`config.mk`:
```
export PLATFORM = sky130hd
export DESIGN_NAME = multi_digit_counter_7sd
export DESIGN_NICKNAME = d
export VERILOG_FILES = /design/src/rtl/multi_digit_counter_7sd.sv
export SDC_FILE = /design/constraint.sdc
export NUM_CORES = 1
export LEC_CHECK = 0
export ABC_AREA = 1
export BUFFER_PORTS_ARGS = -buffer_cell sky130_fd_sc_hd__buf_2
export CAP_MARGIN = 15
export CORE_MARGIN = 1
export CORE_UTILIZATION = 45
export DETAILED_ROUTE_END_ITERATION = 12
export HOLD_SLACK_MARGIN = 0.1
export PLACE_DENSITY = 0.67
export SKIP_LAST_GASP = 1
export SYNTH_ARGS = -nofsm -noshare
export SYNTH_HDL_FRONTEND = slang
export SYNTH_SLANG_ARGS = --single-unit
```
`constraint.sdc`:
```
create_clock -name i_Clk -period 3.2 [get_ports i_Clk]
set_input_delay 0.48 -clock i_Clk [delete_from_list [all_inputs] [get_ports i_Clk]]
set_output_delay 0.48 -clock i_Clk [all_outputs]
set_load 0.02 [all_outputs]
```
`src/rtl/multi_digit_counter_7sd.sv`:
```
// ---------------------------------------------------------------------------
// multi_digit_counter_7sd
//
// Multi-digit up/down counter with active-low seven-segment drive and a
// mode state machine (IDLE -> AUTO -> SWITCH -> BIT -> AUTO).
//
// Build option:
//   MULTI_DIGIT_COUNTER_7SD_BCD_EN  defined   : each digit counts 0-9 (BCD)
//                                   undefined : plain binary (hex digits)
//
// Ports:
//   i_Clk        system clock, rising edge
//   i_Reset      asynchronous active-high reset
//   i_Mode_Btn   debounced level, rising edge advances the mode
//   i_Step_Btn   debounced level, rising edge steps the count in SWITCH
//   i_Clear_Btn  debounced level, rising edge clears the count
//   i_Dir        0 = count up, 1 = count down
//   i_Bits       debounced switches, rising edge on bit k toggles count bit k
//   o_Mode       0 IDLE, 1 AUTO, 2 SWITCH, 3 BIT
//   o_Count      count, digit 0 in [3:0]
//   o_Segments   active-low segments, digit d in [7d+6:7d], bit order A..G
//   o_Carry      one-cycle pulse on wrap-around
// ---------------------------------------------------------------------------
module multi_digit_counter_7sd #(
   parameter int unsigned NUM_DIGITS = 2,
   parameter int unsigned AUTO_DIV   = 25_000_000
) (
   input  logic                      i_Clk,
   input  logic                      i_Reset,
   input  logic                      i_Mode_Btn,
   input  logic                      i_Step_Btn,
   input  logic                      i_Clear_Btn,
   input  logic                      i_Dir,
   input  logic [3:0]                i_Bits,
   output logic [1:0]                o_Mode,
   output logic [4*NUM_DIGITS-1:0]   o_Count,
   output logic [7*NUM_DIGITS-1:0]   o_Segments,
   output logic                      o_Carry
);

   localparam int unsigned PW = $clog2(AUTO_DIV);
   localparam logic [PW-1:0] PRESC_LAST = PW'(AUTO_DIV - 1);
   localparam logic [6:0] DASH = 7'b0111111;

`ifdef MULTI_DIGIT_COUNTER_7SD_BCD_EN
   localparam logic [3:0] DIGIT_MAX = 4'd9;
`else
   localparam logic [3:0] DIGIT_MAX = 4'd15;
`endif

   typedef enum logic [1:0] {
      MODE_IDLE   = 2'd0,
      MODE_AUTO   = 2'd1,
      MODE_SWITCH = 2'd2,
      MODE_BIT    = 2'd3
   } mode_t;

   mode_t                    mode;
   logic [4*NUM_DIGITS-1:0]  count;
   logic [PW-1:0]            presc;

   // Sample register plus previous-sample register per input line
   logic       mode_s, mode_p, step_s, step_p, clear_s, clear_p;
   logic [3:0] bits_s, bits_p;

   logic       mode_edge, step_edge, clear_edge;
   logic [3:0] bits_edge;

   assign mode_edge  = mode_s  & ~mode_p;
   assign step_edge  = step_s  & ~step_p;
   assign clear_edge = clear_s & ~clear_p;
   assign bits_edge  = bits_s  & ~bits_p;

   // Digit-wise ripple step; a ripple out of the top digit is a wrap.
   // Sharing this loop keeps hex and BCD on one code path (only DIGIT_MAX differs).
   logic [4*NUM_DIGITS-1:0] step_val;
   logic                    step_wrap;
   logic                    ripple;
   logic [3:0]              digit;

   always_comb begin
      step_val = count;
      ripple   = 1'b1;
      digit    = '0;
      for (int unsigned d = 0; d < NUM_DIGITS; d++) begin
         digit = count[4*d +: 4];
         if (ripple) begin
            if (!i_Dir) begin
               if (digit == DIGIT_MAX) digit = '0;
               else begin
                  digit  = digit + 4'd1;
                  ripple = 1'b0;
               end
            end else begin
               if (digit == '0) digit = DIGIT_MAX;
               else begin
                  digit  = digit - 4'd1;
                  ripple = 1'b0;
               end
            end
         end
         step_val[4*d +: 4] = digit;
      end
      step_wrap = ripple;
   end

   logic [3:0] bit_val;

   always_comb begin
      bit_val = count[3:0] ^ bits_edge;
`ifdef MULTI_DIGIT_COUNTER_7SD_BCD_EN
      if (bit_val > 4'd9) bit_val = 4'd9;
`endif
   end

   function automatic logic [6:0] glyph(input logic [3:0] v);
      // Active-high, bit 0 = A ... bit 6 = G
      case (v)
         4'h0: glyph = 7'b0111111;
         4'h1: glyph = 7'b0000110;
         4'h2: glyph = 7'b1011011;
         4'h3: glyph = 7'b1001111;
         4'h4: glyph = 7'b1100110;
         4'h5: glyph = 7'b1101101;
         4'h6: glyph = 7'b1111101;
         4'h7: glyph = 7'b0000111;
         4'h8: glyph = 7'b1111111;
         4'h9: glyph = 7'b1101111;
         4'hA: glyph = 7'b1110111;
         4'hB: glyph = 7'b1111100;
         4'hC: glyph = 7'b0111001;
         4'hD: glyph = 7'b1011110;
         4'hE: glyph = 7'b1111001;
         default: glyph = 7'b1110001;
      endcase
   endfunction

   logic [7*NUM_DIGITS-1:0] seg_next;

   always_comb begin
      seg_next = '1;
      for (int unsigned d = 0; d < NUM_DIGITS; d++) begin
         if (mode == MODE_IDLE) seg_next[7*d +: 7] = DASH;
         else                   seg_next[7*d +: 7] = ~glyph(count[4*d +: 4]);
      end
   end

   always_ff @(posedge i_Clk or posedge i_Reset) begin
      if (i_Reset) begin
         mode_s     <= 1'b0;
         mode_p     <= 1'b0;
         step_s     <= 1'b0;
         step_p     <= 1'b0;
         clear_s    <= 1'b0;
         clear_p    <= 1'b0;
         bits_s     <= '0;
         bits_p     <= '0;
         mode       <= MODE_IDLE;
         count      <= '0;
         presc      <= '0;
         o_Carry    <= 1'b0;
         o_Segments <= {NUM_DIGITS{DASH}};
      end else begin
         mode_s  <= i_Mode_Btn;
         mode_p  <= mode_s;
         step_s  <= i_Step_Btn;
         step_p  <= step_s;
         clear_s <= i_Clear_Btn;
         clear_p <= clear_s;
         bits_s  <= i_Bits;
         bits_p  <= bits_s;

         o_Carry    <= 1'b0;
         o_Segments <= seg_next;

         if (clear_edge) begin
            count <= '0;
            presc <= '0;
         end else if (mode_edge) begin
            count <= '0;
            presc <= '0;
            case (mode)
               MODE_IDLE:   mode <= MODE_AUTO;
               MODE_AUTO:   mode <= MODE_SWITCH;
               MODE_SWITCH: mode <= MODE_BIT;
               default:     mode <= MODE_AUTO;
            endcase
         end else begin
            case (mode)
               MODE_IDLE: begin
                  count <= '0;
                  presc <= '0;
               end
               MODE_AUTO: begin
                  if (presc == PRESC_LAST) begin
                     presc   <= '0;
                     count   <= step_val;
                     o_Carry <= step_wrap;
                  end else begin
                     presc <= presc + PW'(1);
                  end
               end
               MODE_SWITCH: begin
                  if (step_edge) begin
                     count   <= step_val;
                     o_Carry <= step_wrap;
                  end
               end
               default: begin
                  if (|bits_edge) count[3:0] <= bit_val;
               end
            endcase
         end
      end
   end

   assign o_Mode  = mode;
   assign o_Count = count;

endmodule

```
Word-level counts from Yosys, hierarchy flattened:

Memories as Yosys holds them, arrays and structs flattened.
Index checks and enable logic that the tools add are counted.
W data, S select, Z words.

* bits in read-only memories: 224
* memories kept: 2
* output and inout port bits: 25
* bits in registers: 64

Memory list
* (no name shown): words 16, bits a word 7, read ports 1, clocked after Yosys merged registers in 0, write ports 0, line 118 `case (v)`
* (no name shown): words 16, bits a word 7, read ports 1, clocked after Yosys merged registers in 0, write ports 0, line 118

* add/subtract/negate cells: 5
* bitwise gates (word level): 12
* eq/ne operators: 7
* mux-type cells: 35
* reduce and logical (&&, ||, !) cells: 10

Operators with widths (count)
* $mux W25: 3
* $pmux W25 S2: 1
* $mux W4: 8
* $mux W8: 4
* $mux W7: 4
* $add A25 B1 Y25 const B: 1
* $eq A25 B25 Y1 const B: 1
* $pmux W4 S3: 2
* $not A7 Y7: 2
* $mux W1: 11
* $add A4 B1 Y4 const B: 2
* $eq A4 B4 Y1 const B: 2
* $logic_not A4 Y1: 2
* $ne A4 B4 Y1 const B: 2
* $sub A4 B1 Y4 const B: 2
* $reduce_and A3 Y1: 2
* $reduce_bool A6 Y1: 1
* $reduce_bool A5 Y1: 1
* $and A4 B4 Y4: 1
* $not A1 Y1: 4
* $not A4 Y4: 1
* $pmux W2 S2: 1
* $reduce_bool A4 Y1: 1
* $reduce_or A4 Y1: 1
* 7 further kinds: 9

Logic depth before layout (Yosys ltp):

Gate-level depths: netlist (run 1).

* depth after elaboration: 8
* mapped depth: 11
* depth with buffers taken out: 11

Least setup slack after synthesis (run 1):

OpenSTA, ideal clock, no wires.

* kind: register to register
* start point: register count[0] (netlist: o_Count[0])
* end point: register count[2] (netlist: o_Count[2])
* arrival time: 1636 ps
* slack: 1436 ps
* buffers on the path: 0
* cell stages (with the launch flop): 10
* period minus slack after synthesis: 1764 ps
* data required time: 3072 ps
* path through: dfrtp_1 -> inv_1 -> ha_1 -> ha_1 -> nor2_1 -> nand2_1 -> nand3_1 -> nand2_1 -> o211ai_1 -> o21ai_0

* cells in the longest elaborated chain, start to end: 7
* elaborated cells between the ends (all ways): 12

RTL lines
* start: declaration: line 59 `logic [4*NUM_DIGITS-1:0] count;`
* start signal: assignment: line 197 `count <= step_val;`
* start signal: assignment: line 205 `count <= step_val;`
* start signal: assignment: line 210 `if (|bits_edge) count[3:0] <= bit_val;`
* $add A4 B1 Y4 (tied with other cells): line 91 `digit = digit + 4'd1;`
* $mux W4, on equally long branches: line 89, 95
* $mux W4 *: line 88 `if (!i_Dir) begin`
* $mux W8, on equally long branches: line 204, 195
* $pmux W4 S3 *: line 189 `case (mode)`
* $mux W8 *: line 179 `end else if (mode_edge) begin`
* $mux W8 *: line 176 `if (clear_edge) begin`

Every way passes the cells marked *; elsewhere a longest branch is shown, timed or not. The select of a mux whose other input is x is not followed.
A chain may end at the register's enable or synchronous reset.

Worst setup path after layout (run 1):

* start point: register mode[0] (netlist: o_Mode[0])
* end point: register presc[23]

* cells in the longest elaborated chain, start to end: 4
* elaborated cells between the ends (all ways): 6

RTL lines
* start: declaration: line 58 `mode_t mode;`
* start signal: assignment: line 158 `mode <= MODE_IDLE;`
* start signal: assignment: line 183 `MODE_IDLE: mode <= MODE_AUTO;`
* start signal: assignment: line 184 `MODE_AUTO: mode <= MODE_SWITCH;`
* $eq A2 B1 Y1 / $logic_not A2 Y1 (equally long branches): line 189
* $pmux W25 S2: line 189
* $mux W25: line 179
* $mux W25: line 176
* end signal: assignment: line 200 `presc <= presc + PW'(1);`
* end: declaration: line 60 `logic [PW-1:0] presc;`

Several ways; a longest one is shown, not always the timed one.

==> flow_metrics.tcl, run 1 <==
set metrics [dict create \
    grt_pass1_wl_um 13790 \
    ant_nets 0 \
    required_ns 3.47 \
    grtUsageMet1_pct 28.00 \
    maxSlewViolCount 0 \
    whs_ns 0.2455 \
    min_path_type "in2reg" \
    drt_drc_violations_left 0 \
    ir_drop_mv 0.4169 \
    critPathCapture "presc[23]$_DFFE_PP0P_" \
    crit_arrival_ns 2.42 \
    rr_worst_depth 10 \
    routedWlPerCell_um 12.37 \
    reg2reg_from "o_Mode[0]$_DFFE_PP0P_" \
    maxCapViolCount 0 \
    grt_use_met2_pct 31.31 \
    wl_um 7905 \
    coreArea_mm2 0.008175 \
    vias 3248 \
    clock-sinks 64 \
    dp_hpwl_um 5784 \
    worstMarginPinSlew_ns 0.7750 \
    crit_start "o_Mode[0]$_DFFE_PP0P_" \
    cp-start-kind "flip-flop" \
    routabilityCongestion 0.8989 \
    insertion_delay_ns 0.33 \
    die_area_mm2 0.008742 \
    fin_util_pct 51.39 \
    fin_nets 556 \
    clkPwrFrac_pct 21.3 \
    die_y_um 93.50 \
    cts.clk_slew.worst_paths_ns 0.08 \
    first_pass_iters 5 \
    finalCritPeriodShare_pct 67.00 \
    total_power_uw 3190 \
    netlist_area_mm2 0.003767 \
    cts_resized 0 \
    yosys-top-cells-area "dfrtp_1 35%, nand2_1 13%, dfstp_2 8.4%, inv_1 7.0%, nor2_1 5.8%" \
    fin_worst_skew_ns 0.01377 \
    pin_count 35 \
    r2r_end "presc[23]$_DFFE_PP0P_" \
    cts_max_path_buffers 2 \
    cts_root_buf "clkbuf_8" \
    cts_setup_buffers 0 \
    ys_warn_count 0 \
    p_int_uw 1813 \
    setup_viol 0 \
    grt_pass1_vias 3013 \
    ys_types 35 \
    dp.cells 623 \
    p_sw_share_pct 43.16 \
    area_delta_synth_final_pct 11.52 \
    cts_tree "done" \
    fin_cells 639 \
    syn-num-nets 519 \
    grt.busiest_layer "met2" \
    p_sw_uw 1377 \
    syn_avg_cell_area_um2 7.657 \
    clock.fmax_ghz 0.4664 \
    ys_seq_area_share_pct 42.91 \
    drt_iter0_markers 169 \
    synth_top_area_cell "dfrtp_1" \
    vias_per_cell 5.083 \
    grt-ovfl-total 0 \
    synth-edff-count 0 \
    start_util_pct 46.08 \
    rows 33 \
    critPathMaxFanout 14 \
    hold_violations 0 \
    setup_tns_ns 0 \
    p_leak_uw 0.002085 \
    htreeDepth 3 \
    critical_path_class "reg2reg" \
    rrSetupSlack_ns 1.06 \
    num_antenna_cells 0 \
    numCtsBuffers 9 \
    grt_use_total_pct 20.09 \
    critical_path.endpoint_type "flip-flop" \
    min_period_ns 2.144 \
    rsz0062_at_grt "false" \
    synth_top_area_share_pct 34.54 \
    outcome "completed" \
    antenna_found_initial 0 \
    io_buffers 34 \
    syn_inst 492 \
    grt_max_degree 65 \
    drive_above_1_share_pct 16.48 \
    p_per_area_mw_per_mm2 759.2 \
    fill_cells 799 \
    p_seq_share_pct 36.7 \
    die_w_um 93.50 \
    synth_ff_type "dfrtp_1" \
    synth_seq_cells 64 \
    slew_headroom_pct 48.33 \
    power_frac_comb_pct 42.0 \
    async_flop_share_pct 100.0 \
    grt_use_met3_pct 3.740 \
    cts_hold_buf 0 \
]
[final cells by class]
| cell class | count | area [um2] | share of cell area (%) |
|---|---|---|---|
| Tap cell | 105 | 131.4 | 3.127 |
| Timing Repair Buffer | 35 | 177.7 | 4.229 |
| Sequential cell | 64 | 1617 | 38.48 |
| Inverter | 74 | 280.3 | 6.671 |
| Clock inverter | 4 | 55.05 | 1.310 |
| Clock buffer | 12 | 135.1 | 3.216 |
| Multi-Input combinational cell | 345 | 1805 | 42.97 |
[placed cells by master, fill, tap and decap left out, drive strengths merged, types with 7 or more instances in the layout]
| cell type | instances |
|---|---|
| dfrtp | 52 |
| dfstp | 12 |
| nor3 | 8 |
| buf | 35 |
| o211ai | 7 |
| nand3 | 45 |
| o21ai | 17 |
| nor2 | 68 |
| nand2 | 133 |
| clkbuf | 12 |
| ha | 17 |
| a21oi | 17 |
| inv | 73 |
| nand4 | 19 |
[metal layers]
| metal | share of wire (%) | up-vias |
|---|---|---|
| li1 | - | 1648 |
| met5 | 0 | - |
| met4 | 1.5 | 0 |
| met2 | 46 | 80 |
| met1 | 48 | 1509 |
| met3 | 4.9 | 11 |
[power by group through the flow]
stage	logic (uW)	clock network, uW	registers, uW
after floorplan	883	0	1300
after global placement	1340	0	1180
after detailed placement	1340	0	1190
after CTS	1340	696	1170
after global routing	1510	730	1200
final	1340	678	1170
[registers in the layout, indices dropped and copies added, names as in the netlist]
register,count
clear_s,1
step_s,1
mode_p,1
o_Segments,14
o_Carry,1
bits_s,4
o_Count,8
bits_p,4
clear_p,1
step_p,1
o_Mode,2
presc,25
mode_s,1
[worst min-delay path by stage]
stage               depth (start not counted)                  end                 from
floorplan                                   0  bits_p[3]$_DFF_PP0_  bits_s[3]$_DFF_PP0_
global placement                            0  bits_p[2]$_DFF_PP0_  bits_s[2]$_DFF_PP0_
detailed placement                          0    clear_p$_DFF_PP0_    clear_s$_DFF_PP0_
CTS                                         1  bits_s[3]$_DFF_PP0_            i_Bits[3]
global route                                1  bits_s[3]$_DFF_PP0_            i_Bits[3]
finish                                      1  bits_s[3]$_DFF_PP0_            i_Bits[3]
[synthesized netlist by cell type (8+ instances only)]
master / number
nand2_1: 130
nor3_1: 8
nand4_1: 18
a21oi_1: 17
nor2_2: 8
nand3_1: 36
inv_1: 70
nand3_2: 8
dfstp_2: 12
nor2_1: 58
ha_1: 17
dfrtp_1: 52
o21ai_0: 17
[cell families after synthesis]
family | share of synthesized area, %
XOR/XNOR | 0.6976
AO/OA/AOI/OAI | 7.705
AND/OR/NAND/NOR | 33.88
adder cells (fa/ha/maj) | 5.646
flip-flops | 42.91
buffers and inverters | 9.166
[metrics by stage]
step	setup WS, ns	instance area (um2)
global placement	1.134	4011
CTS	1.035	4202
detailed placement	1.030	4011
finish	1.056	4202
global route	0.8421	4202
floorplan	1.142	3767
[worst max-delay path, cell delays in order, from the launching register on]
cell and delay (ns):
dfrtp_1 0.43, inv_1 0.11, ha_1 0.31, nor2_1 0.09
nand3_2 0.26, nand3_2 0.15, nor2_2 0.37, nand3_1 0.16
nand2_1 0.09, nand2_1 0.04, nor2_1 0.08
Power figures use the tool's default switching activity.
==> run 2: changes to the inputs <==
==> constraint.sdc (replaced) <==
create_clock -name i_Clk -period 2.2 [get_ports i_Clk]
set_input_delay 0.33 -clock i_Clk [delete_from_list [all_inputs] [get_ports i_Clk]]
set_output_delay 0.33 -clock i_Clk [all_outputs]
set_load 0.02 [all_outputs]
==> flow_metrics.tcl, run 2 (synthesized netlist as in run 1, its figures left out) <==
set metrics [dict create \
    reg2reg_from "o_Mode[0]$_DFFE_PP0P_" \
    seq_area_mm2 0.001617 \
    ir_drop_mv 0.5225 \
    wl_um 8146 \
    hold_start "bits_s[1]$_DFF_PP0_" \
    routabilityCongestion 0.9209 \
    rrSetupSlack_ns 0.23 \
    total_power_uw 4702 \
    rsz0062_at_grt "false" \
    worstMarginPinSlew_ns 0.4826 \
    largest-register "presc" \
    multiInputGateArea_mm2 0.001805 \
    num_antenna_cells 0 \
    crit_arrival_ns 2.25 \
    cts_resized 0 \
    cts_max_path_buffers 2 \
    maxSlewViolCount 0 \
    clock.fmax_ghz 0.5068 \
    grt-ovfl-total 0 \
    drt_iter0_markers 176 \
    clock-sinks 64 \
    drive_above_1_share_pct 16.57 \
    final_common_cell "nand2_1" \
    p_seq_share_pct 36.1 \
    antenna_found_initial 0 \
    cts_tree "done" \
    largest_reg_flops 25 \
    area_delta_synth_final_pct 14.41 \
    p_sw_share_pct 42.32 \
    die_w_um 93.50 \
    min_period_ns 1.973 \
    vias 3267 \
    clkPwrFrac_pct 21.8 \
    p_per_area_mw_per_mm2 1091 \
    outcome "completed" \
    required_ns 2.48 \
    io_buffers 34 \
    htreeDepth 3 \
    slew_headroom_pct 67.71 \
    die_area_mm2 0.008742 \
    numCtsBuffers 9 \
    finalCritPeriodShare_pct 89.68 \
    p_int_uw 2712 \
    setup_tns_ns 0 \
    grt_use_total_pct 20.52 \
    start_util_pct 46.08 \
    min_path_type "reg2reg" \
    hold_violations 0 \
    rr_worst_depth 10 \
    cts.clk_slew.worst_paths_ns 0.07 \
    cp.buffers_inverters 1 \
    vias_per_cell 5.042 \
    max_stage_delay_ns 0.43 \
    final_cell_mix "130 x nand2_1, 69 x inv_1, 58 x nor2_1" \
    grt_pass1_vias 2995 \
    p_leak_uw 0.002140 \
    first_pass_iters 5 \
    rows 33 \
    critical_path.endpoint_type "flip-flop" \
    maxCapViolCount 0 \
    grt_max_degree 65 \
    drt_drc_violations_left 0 \
    coreArea_mm2 0.008175 \
    fill_cells 789 \
    crit_family "simple AND/OR/NAND/NOR gates" \
    die_y_um 93.50 \
    holdPathEnd "bits_p[1]$_DFF_PP0_" \
    cp-start-kind "flip-flop" \
    critPathMaxFanout 11 \
    path_cells "inv_1, ha_1, nor2_1, nand3_2, nand3_2, nor2_2, nand3_1, nand2_1, nand2_1, nor2_1" \
    critical_path_class "reg2reg" \
    p_sw_uw 1990 \
    insertion_delay_ns 0.34 \
    grt_pass1_wl_um 13880 \
    fin_nets 565 \
    r2r_end "presc[23]$_DFFE_PP0P_" \
    ant_nets 0 \
    dp_hpwl_um 5842 \
    pin_count 35 \
    power_frac_comb_pct 42.1 \
    cts_root_buf "clkbuf_8" \
    fin_worst_skew_ns 0.008921 \
    setup_viol 0 \
    worst_path_max_delay_cell "dfrtp_1" \
    routedWlPerCell_um 12.57 \
    hold_depth 0 \
]
run 2: changes by cell type in the layout (fill, tap and decap cells not counted), sizes merged:
cell,previous run,this run
clkinvlp,1,0
clkbuf,12,13
dlygate4sd3,0,8
buf,35,36
run 2: timing repair:
item,in CTS,in global routing
endpoints found under the setup margin,0,0
hold endpoints to repair,59,0
setup buffers,0,0
hold buffers,8,0
run 2: worst max-delay path by stage:
stage,endpoint,startpoint,cells after the start,slack [ns]
after CTS,presc[23]$_DFFE_PP0P_,o_Mode[0]$_DFFE_PP0P_,10,0.22
after detailed placement,presc[23]$_DFFE_PP0P_,o_Mode[0]$_DFFE_PP0P_,10,0.21
after global routing,presc[19]$_DFFE_PP0P_,o_Mode[1]$_DFFE_PP0P_,10,0.01
after global placement,presc[23]$_DFFE_PP0P_,o_Mode[0]$_DFFE_PP0P_,9,0.34
after floorplan,bits_p[0]$_DFF_PP0_,i_Reset,1,0.29
final,presc[23]$_DFFE_PP0P_,o_Mode[0]$_DFFE_PP0P_,10,0.23
run 2: final cells by class:
class	count	share of cell area (%)
Multi-Input combinational cell	345	41.89
Sequential cell	64	37.50
Inverter	74	6.502
Timing Repair Buffer	44	6.444
Clock buffer	13	3.686
Tap cell	105	3.048
Clock inverter	3	0.9289
run 2: routing by layer:
layer | wire length, um | global-route usage (%)
met1 | 3965 | 28.33
met2 | 3726 | 31.13
met3 | 354 | 5.447
met4 | 100 | 6.923
met5 | 0 | 0
run 2: stage by stage:
stage	util (%)	std cells	setup WS [ns]	hold slack, ns	instance area (um2)
global placement	49.31	624	0.3362	0.3623	4031
detailed placement	49.31	624	0.2112	0.3682	4031
floorplan	-	492	0.2918	0.3537	3767
finish	52.72	648	0.2270	0.3766	4310
CTS	52.72	648	0.2194	0.3825	4310
global route	52.72	648	0.01288	0.3963	4310
run 2: power by group through the flow:
stage | Sequential (uW) | Combinational [uW] | Clock, uW
after floorplan | 1900 | 1280 | 0
after global placement | 1720 | 1940 | 0
after detailed placement | 1730 | 1960 | 0
after CTS | 1700 | 1990 | 1060
after global routing | 1740 | 2230 | 1110
final | 1700 | 1980 | 1020
==> run 3: changes to the inputs <==
--- a/config.mk
+++ b/config.mk
@@ -6,7 +6,7 @@
 export NUM_CORES = 1
 export LEC_CHECK = 0
 export ABC_AREA = 1
-export BUFFER_PORTS_ARGS = -buffer_cell sky130_fd_sc_hd__buf_2
+export BUFFER_PORTS_ARGS = -buffer_cell sky130_fd_sc_hd__buf_4
 export CAP_MARGIN = 15
 export CORE_MARGIN = 1
 export CORE_UTILIZATION = 45
==> flow_metrics.tcl, run 3 (synthesized netlist as in run 1, its figures left out) <==
set metrics [dict create \
    r2r_end "o_Count[5]$_DFFE_PP0P_" \
    ant_nets 0 \
    coreArea_mm2 0.008175 \
    dp_slack_ns 0.1940 \
    cts_root_buf "clkbuf_8" \
    grt_max_degree 36 \
    drt_drc_violations_left 0 \
    setup_slack_ns 0.2724 \
    vias 3303 \
    rrSetupSlack_ns 0.27 \
    pin_count 35 \
    worstMarginPinSlew_ns 0.4564 \
    grt_use_total_pct 21.30 \
    ir_drop_mv 0.6583 \
    seq_area_mm2 0.001617 \
    p_leak_uw 0.002170 \
    rr_worst_depth 11 \
    postLayoutCellArea_mm2 0.004407 \
    max_stage_delay_ns 0.48 \
    area_delta_synth_final_pct 16.97 \
    die_w_um 93.50 \
    cp_common_cell "nand2_1" \
    largest_reg_flops 25 \
    min_period_ns 1.928 \
    min_path_type "reg2reg" \
    worst_path_max_delay_cell "dfrtp_1" \
    path_cells "inv_1, ha_1, nand2_2, nor2_2, nand2_1, nand2_1, nor2_1, nor2_2, nand3_2, nand2_1, nand2_1" \
    maxCapViolCount 0 \
    cts_max_path_buffers 2 \
    setup_tns_ns 0 \
    outcome "completed" \
    insertion_delay_ns 0.35 \
    critical_path_class "reg2reg" \
    crit_family "simple AND/OR/NAND/NOR gates" \
    drt_iter0_markers 218 \
    grt_pass1_vias 3108 \
    htreeDepth 3 \
    maxSlewViolCount 0 \
    hold_violations 0 \
    holdPathEnd "clear_p$_DFF_PP0_" \
    place_area_mm2 0.004131 \
    clock-sinks 64 \
    grt-ovfl-total 0 \
    dp_hpwl_um 6244 \
    critical_path.endpoint_type "flip-flop" \
    vias_per_cell 5.082 \
    rows 33 \
    io_buffers 34 \
    num_antenna_cells 0 \
    rsz0062_at_grt "false" \
    final_common_cell "nand2_1" \
    hold_start "clear_s$_DFF_PP0_" \
    first_pass_iters 5 \
    wl_um 8407 \
    drive_above_1_share_pct 16.88 \
    largest-register "presc" \
    clock.fmax_ghz 0.5188 \
    reg2reg_from "o_Count[0]$_DFFE_PP0P_" \
    fin_nets 567 \
    required_ns 2.43 \
    cts.clk_slew.worst_paths_ns 0.07 \
    hold_depth 0 \
    routabilityCongestion 0.8585 \
    cts_setup_buffers 0 \
    die_area_mm2 0.008742 \
    fin_worst_skew_ns 0.008750 \
    slew_headroom_pct 69.46 \
    fill_cells 799 \
    setup_viol 0 \
    finalCritPeriodShare_pct 87.62 \
    routedWlPerCell_um 12.93 \
    critPathMaxFanout 9 \
    antenna_found_initial 0 \
    start_util_pct 46.08 \
    cts_tree "done" \
    grt_pass1_wl_um 14550 \
    die_y_um 93.50 \
    cp.buffers_inverters 1 \
    cp-start-kind "flip-flop" \
    crit_arrival_ns 2.16 \
    multiInputGateArea_mm2 0.001810 \
    final_cell_mix "130 x nand2_1, 69 x inv_1, 58 x nor2_1" \
    numCtsBuffers 9 \
    p_per_area_mw_per_mm2 1095 \
]
==> run 3: changes by cell type in the layout (fill, tap and decap cells not counted), sizes merged <==
cell	before	now
clkinv	3	4
buf	36	38
clkbuf	13	12
==> run 3: repair_timing <==
action,CTS,global route
hold buffers,8,0
endpoints found under the hold margin,36,0
gates resized for setup,0,1
endpoints found under the setup margin,0,3
==> run 3: cell type report <==
cell class	instances	area share [%]
repair buffers	46	8.575
multi-input cells	345	41.08
clock buffers	12	3.294
clock inverters	4	1.022
well taps	105	2.981
flip-flops and latches	64	36.68
inverters	74	6.360
==> run 3: metrics by stage <==
step	power [uW]	hold slack, ns	util (%)	cells
6_report	4825	0.3779	53.90	650
3_5_place_dp	3835	0.3674	50.54	626
2_1_floorplan	3179	0.3537	-	492
4_1_cts	4855	0.3827	53.84	650
5_1_grt	5188	0.3984	53.90	650
3_3_place_gp	3821	0.3637	50.54	626
==> run 3: worst max-delay path by stage <==
stage,start,to,slack (ns),cells after the start
final,o_Count[0]$_DFFE_PP0P_,o_Count[5]$_DFFE_PP0P_,0.27,11
after global routing,o_Count[0]$_DFFE_PP0P_,o_Count[5]$_DFFE_PP0P_,0.06,11
after CTS,o_Mode[0]$_DFFE_PP0P_,presc[23]$_DFFE_PP0P_,0.19,10
after detailed placement,o_Mode[0]$_DFFE_PP0P_,presc[23]$_DFFE_PP0P_,0.19,10
after global placement,o_Mode[0]$_DFFE_PP0P_,presc[23]$_DFFE_PP0P_,0.32,10
after floorplan,i_Reset,bits_p[0]$_DFF_PP0_,0.29,1
==> run 3: routing by layer <==
layer	wire (um)	global-route usage, %
met1	4199	30.56
met2	3747	32.11
met3	338	3.821
met4	121	7.692
met5	0	0
==> run 3: power breakdown <==
group	leakage, uW	internal [uW]	switching, uW	total, uW
clock	0.000100	549	449	998
sequential	0.000806	1480	224	1710
combinational	0.00126	768	1350	2120
